--- src/rtl/fetch_ctrl.sv ---
// Instruction fetch controller: drives the fetch PC through launch, run, branch-flush
// and halt phases, and keeps saturating active-cycle and issued-fetch counters.
module fetch_ctrl #(
  parameter logic [15:0] RESET_PC = 16'h0000
) (
  input  logic        clk,
  input  logic        rst_n,
  input  logic        start_i,
  input  logic [15:0] start_address_i,
  input  logic        branch_i,
  input  logic [15:0] branchloc_i,
  input  logic        stall_i,
  input  logic        halt_i,
  output logic [15:0] pc_o,
  output logic        valid_o,
  output logic        flush_o,
  output logic [1:0]  state_o,
  output logic [15:0] cycle_cnt_o,
  output logic [15:0] instr_cnt_o
);

  localparam logic [1:0] IDLE   = 2'b00;
  localparam logic [1:0] RUN    = 2'b01;
  localparam logic [1:0] FLUSH  = 2'b10;
  localparam logic [1:0] HALTED = 2'b11;

  logic [1:0]  state;
  logic [1:0]  stateNext;
  logic [15:0] pcReg;
  logic [15:0] pcNext;
  logic        validReg;
  logic        flushReg;
  logic [1:0]  flushCnt;
  logic [1:0]  flushCntNext;
  logic [15:0] cycleCnt;
  logic [15:0] instrCnt;
  logic        clearCnt;
  logic        active;
  logic        issue;

  function automatic logic [15:0] satInc(input logic [15:0] val);
    return (val == 16'hFFFF) ? val : val + 16'd1;
  endfunction

  always_comb begin
    stateNext    = state;
    pcNext       = pcReg;
    flushCntNext = flushCnt;
    clearCnt     = 1'b0;
    active       = 1'b0;
    issue        = 1'b0;
    case (state)
      IDLE, HALTED: begin
        if (start_i) begin
          pcNext    = start_address_i;
          stateNext = RUN;
          clearCnt  = 1'b1;
        end
      end
      RUN: begin
        active = 1'b1;
        if (branch_i) begin
          pcNext       = branchloc_i;
          stateNext    = FLUSH;
          flushCntNext = 2'd0;
        end else if (halt_i) begin
          stateNext = HALTED;
        end else if (!stall_i) begin
          pcNext = pcReg + 16'd1;
          issue  = 1'b1;
        end
      end
      FLUSH: begin
        // Wrong-path control inputs are ignored; the slot just streams sequentially.
        active = 1'b1;
        pcNext = pcReg + 16'd1;
        if (flushCnt == 2'd1) begin
          stateNext    = RUN;
          flushCntNext = 2'd0;
        end else begin
          flushCntNext = flushCnt + 2'd1;
        end
      end
      default: stateNext = IDLE;
    endcase
  end

  always_ff @(posedge clk or negedge rst_n) begin
    if (!rst_n) begin
      state    <= IDLE;
      pcReg    <= RESET_PC;
      validReg <= 1'b0;
      flushReg <= 1'b0;
      flushCnt <= 2'd0;
      cycleCnt <= 16'd0;
      instrCnt <= 16'd0;
    end else begin
      state    <= stateNext;
      pcReg    <= pcNext;
      validReg <= (stateNext == RUN) || (stateNext == FLUSH);
      flushReg <= (stateNext == FLUSH);
      flushCnt <= flushCntNext;
      if (clearCnt) begin
        cycleCnt <= 16'd0;
        instrCnt <= 16'd0;
      end else begin
        if (active) cycleCnt <= satInc(cycleCnt);
        if (issue)  instrCnt <= satInc(instrCnt);
      end
    end
  end

  assign pc_o        = pcReg;
  assign valid_o     = validReg;
  assign flush_o     = flushReg;
  assign state_o     = state;
  assign cycle_cnt_o = cycleCnt;
  assign instr_cnt_o = instrCnt;

endmodule
--- config.mk ---
export PLATFORM = sky130hd
export DESIGN_NAME = fetch_ctrl
export DESIGN_NICKNAME = d
export VERILOG_FILES = /design/src/rtl/fetch_ctrl.sv
export SDC_FILE = /design/constraint.sdc
export NUM_CORES = 1
export LEC_CHECK = 0
export ABC_AREA = 1
export BUFFER_PORTS_ARGS = -buffer_cell sky130_fd_sc_hd__buf_2
export CAP_MARGIN = 20
export CORE_ASPECT_RATIO = 1.1
export CORE_MARGIN = 3
export CORE_UTILIZATION = 26
export DETAILED_ROUTE_END_ITERATION = 12
export GPL_ROUTABILITY_DRIVEN = 0
export PLACE_DENSITY = 0.54
export SLEW_MARGIN = 40
export SYNTH_ARGS = -nofsm -noshare
export SYNTH_HDL_FRONTEND = slang
export SYNTH_SLANG_ARGS = --single-unit
--- constraint.sdc ---
create_clock -name clk -period 3.59 [get_ports clk]
set_input_delay 0.718 -clock clk [delete_from_list [all_inputs] [get_ports clk]]
set_output_delay 0.718 -clock clk [all_outputs]
set_load 0.005 [all_outputs]
==> flow_metrics.env <==
export IMPL_status="finished, final reports clean"
export IMPL_drv_cap=0
export IMPL_power_density_nw_per_um2=708
export IMPL_via_per_inst=4.81
export IMPL_antenna_found_initial=0
export IMPL_avgSynthCellArea_um2=6.72
export IMPL_path_delay_family="buffers and inverters"
export IMPL_arrival_ns=2.89
export IMPL_hpwl_um=8360
export IMPL_ctsHoldBuffers=0
export IMPL_insertion_delay_ns=0.31
export IMPL_grt_overflow=0
export IMPL_rr_worst_depth=9
export IMPL_path_max_fanout=34
export IMPL_fin_crit_ns=2.67
export IMPL_cts_resized=0
export IMPL_yosysTopAreaCellShare_pct=36.7
export IMPL_synthesis_nets=591
export IMPL_rr_endpoint="pc_o[13]"
export IMPL_clock_skew_ns=0.00666
export IMPL_finalCritPeriodShare_pct=74.4
export IMPL_die_y_um=131
export IMPL_synth_yosys_seq_area_share_pct=36.7
export IMPL_worst_path_stages=9
export IMPL_r2r_start="state_o[0]"
export IMPL_finalHoldViolCount=0
export IMPL_grt_util_all_layers_pct=14.5
export IMPL_critPathKind="flip-flop to flip-flop"
export IMPL_cts_sinks=54
export IMPL_cp_cell_sequence="inv_1 > ha_1 > inv_2 > nor2_2 > a21oi_2 > inv_2 > nor2_1 > nand2_1 > o21ai_0"
export IMPL_grt_max_degree=35
export IMPL_io_pins=90
export IMPL_drt_iter0_drc=268
export IMPL_cts_buffers=5
export IMPL_ir_worst_vdd_v=0.000255
export IMPL_synth_distinct_cells=35
export IMPL_avgRoutedWirePerCell_um=13.6
export IMPL_n_antenna_cell=0
export IMPL_post_layout_nonfiller_instances=817
export IMPL_crit_start="state_o[0]"
export IMPL_relSlewSlack_pct=51.7
export IMPL_rsz0062_at_grt="no"
export IMPL_yosysTopAreaCell="dfrtp_1"
export IMPL_placeableCoreArea_um2=13500
export IMPL_io_buffers=89
export IMPL_post_cts_buffers=0
export IMPL_fin_ws_ns=0.919
export IMPL_cts_root_buf="clkbuf_16"
export IMPL_yosys_top_cells_area="dfrtp_1 37%, nand2_1 18%, nor2_1 6.0%"
export IMPL_synth_cells=547
export IMPL_dieArea_um2=15600
export IMPL_start_util_pct=27.2
export IMPL_critPathRequiredTime_ns=3.81
export IMPL_fp_row_count=44
export IMPL_tightestPinTransition_ns=0.725
export IMPL_final_max_slew_violation_count=0
export IMPL_slowest_stage="a21oi_2"
export IMPL_first_pass_iters=4
export IMPL_final_common_cell="nand2_1"
export IMPL_setup_violations=0
export IMPL_place_inst=809
export IMPL_layout_common_cells="179 x nand2_1, 89 x buf_2, 59 x nor2_1"
export IMPL_drtAntennaViolNets=0
export IMPL_synth_seq_cells=54
export IMPL_cpPeakStageDelay_ns=0.57
export IMPL_place_ws_ns=0.938
export IMPL_syn_to_final_growth_pct=21.0
export IMPL_dr_total_vias=3931
export IMPL_critPathMostFrequentCell="inv_2"
export IMPL_drive_gt1_share_pct=20.5
export IMPL_num_nets_final=676
export IMPL_rrSetupSlack_ns=0.92
export IMPL_crit_path_end="pc_o[13]"
export IMPL_drc=0
export IMPL_clockBufferDepth=2
export IMPL_crit_buf_inv=3
export IMPL_grt_pass1_vias=3649
export IMPL_synth_area_um2=3680
export IMPL_wl_um=11100
export IMPL_cp_end_kind="flip-flop"
export IMPL_fmax_ghz=0.374
export IMPL_synth_warnings=0
export IMPL_startpoint_type="flip-flop"
export IMPL_timing_setup_tns_ns=0
export IMPL_hold_class="input pin to async pin"
export IMPL_grt_pass1_wl_um=18200
export IMPL_htree_levels=2
export IMPL_fp_dieW_um=119
export IMPL_nFillCells=1543
export IMPL_cts_tree="built"
export IMPL_path_clk_slew_ns=0.07
export IMPL_leakagePower_uw=0.00225
power by group:
| group | switching (uW) | total (uW) | internal, uW |
|---|---|---|---|
| clock network | 243 | 520 | 277 |
| logic | 1030 | 1590 | 559 |
| registers | 244 | 1040 | 801 |
| total | 1510 | 3150 | 1640 |
routing by layer:
metal | share of wire (%) | up-vias | wire (um) | track usage, %
li1 | - | 1949 | - | -
met1 | 46 | 1856 | 5090 | 18.3
met2 | 47 | 114 | 5240 | 25.0
met3 | 5.4 | 12 | 601 | 3.14
met4 | 1.7 | 0 | 189 | 4.51
met5 | 0 | - | 0 | 0
flip-flops by register name, summed over array words and instances (netlist names):
| name | count |
|---|---|
| valid_o | 1 |
| instr_cnt_o | 16 |
| cycle_cnt_o | 16 |
| flushCnt | 2 |
| state_o | 2 |
| pc_o | 16 |
| flush_o | 1 |
cell type report:
cell class | count | area, um2 | share of cell area, %
sequential | 54 | 1350 | 30.4
tap | 184 | 230 | 5.17
timing repair buffer | 91 | 460 | 10.3
clock inverter | 2 | 12.5 | 0.281
multi-input combinational | 415 | 2010 | 45.2
clock buffer | 6 | 139 | 3.12
inverter | 65 | 246 | 5.54
kinds of logic (layout without fill, tap and decap cells):
group / after synthesis / count (layout) / synth area share [%]
xor gates and xnor gates: 10 / 10 / 2.38
DFF: 54 / 54 / 36.7
AOI/OAI and AO/OA: 64 / 64 / 9.90
adders and majority gates: 6 / 6 / 2.04
and+or+nand+nor: 335 / 335 / 40.1
buffers and inverters: 78 / 164 / 8.81
synthesized netlist by cell type:
cell and number:
nor3_1 7, buf_1 1, a31oi_1 1, nand2_2 4, o31ai_1 1, clkbuf_1 4
nand3_2 1, o21ai_1 15, inv_2 7, nand4_1 28, nand3_1 42, nor2_4 1
nor2_2 5, dfrtp_1 54, o21ai_4 1, nand2_1 179, inv_1 56, xor2_1 9
ha_1 6, a21oi_2 1, inv_4 1, o22ai_1 2, o21bai_1 5, or2_2 3
buf_2 5, o21ai_0 24, nor3_4 1, nor2_1 59, clkinv_1 1, o211ai_1 3
buf_6 3, a21oi_1 10, o21a_1 1, nor3_2 5, xnor2_1 1
worst register-to-register path, stage by stage (launching register included):
cell	delay, ns
dfrtp_1	0.41
inv_1	0.08
ha_1	0.39
inv_2	0.45
nor2_2	0.12
a21oi_2	0.57
inv_2	0.30
nor2_1	0.15
nand2_1	0.06
o21ai_0	0.07
how the worst min path moves through the flow:
| stage | startpoint | endpoint | slack, ns | depth (start not counted) |
|---|---|---|---|---|
| floorplan | rst_n | cycle_cnt_o[0] | 0.42 | 0 |
| global placement | flushCnt[1] | flushCnt[1] | 0.48 | 2 |
| detailed placement | flushCnt[1] | flushCnt[1] | 0.49 | 2 |
| CTS | rst_n | instr_cnt_o[12] | 0.49 | 1 |
| global route | rst_n | pc_o[13] | 0.51 | 1 |
| finish | rst_n | pc_o[13] | 0.46 | 1 |
stage by stage:
stage                     area (um2)  power, uW  hold WS (ns)  utilization [%]
after floorplan                 3680       2150         0.422                -
after global placement          4290       2630         0.482             31.7
after detailed placement        4300       2650         0.495             31.7
after CTS                       4450       3190         0.487             32.9
after global routing            4450       3480         0.511             32.9
final                           4450       3150         0.463             32.9
(Power assumes the default switching activity.)
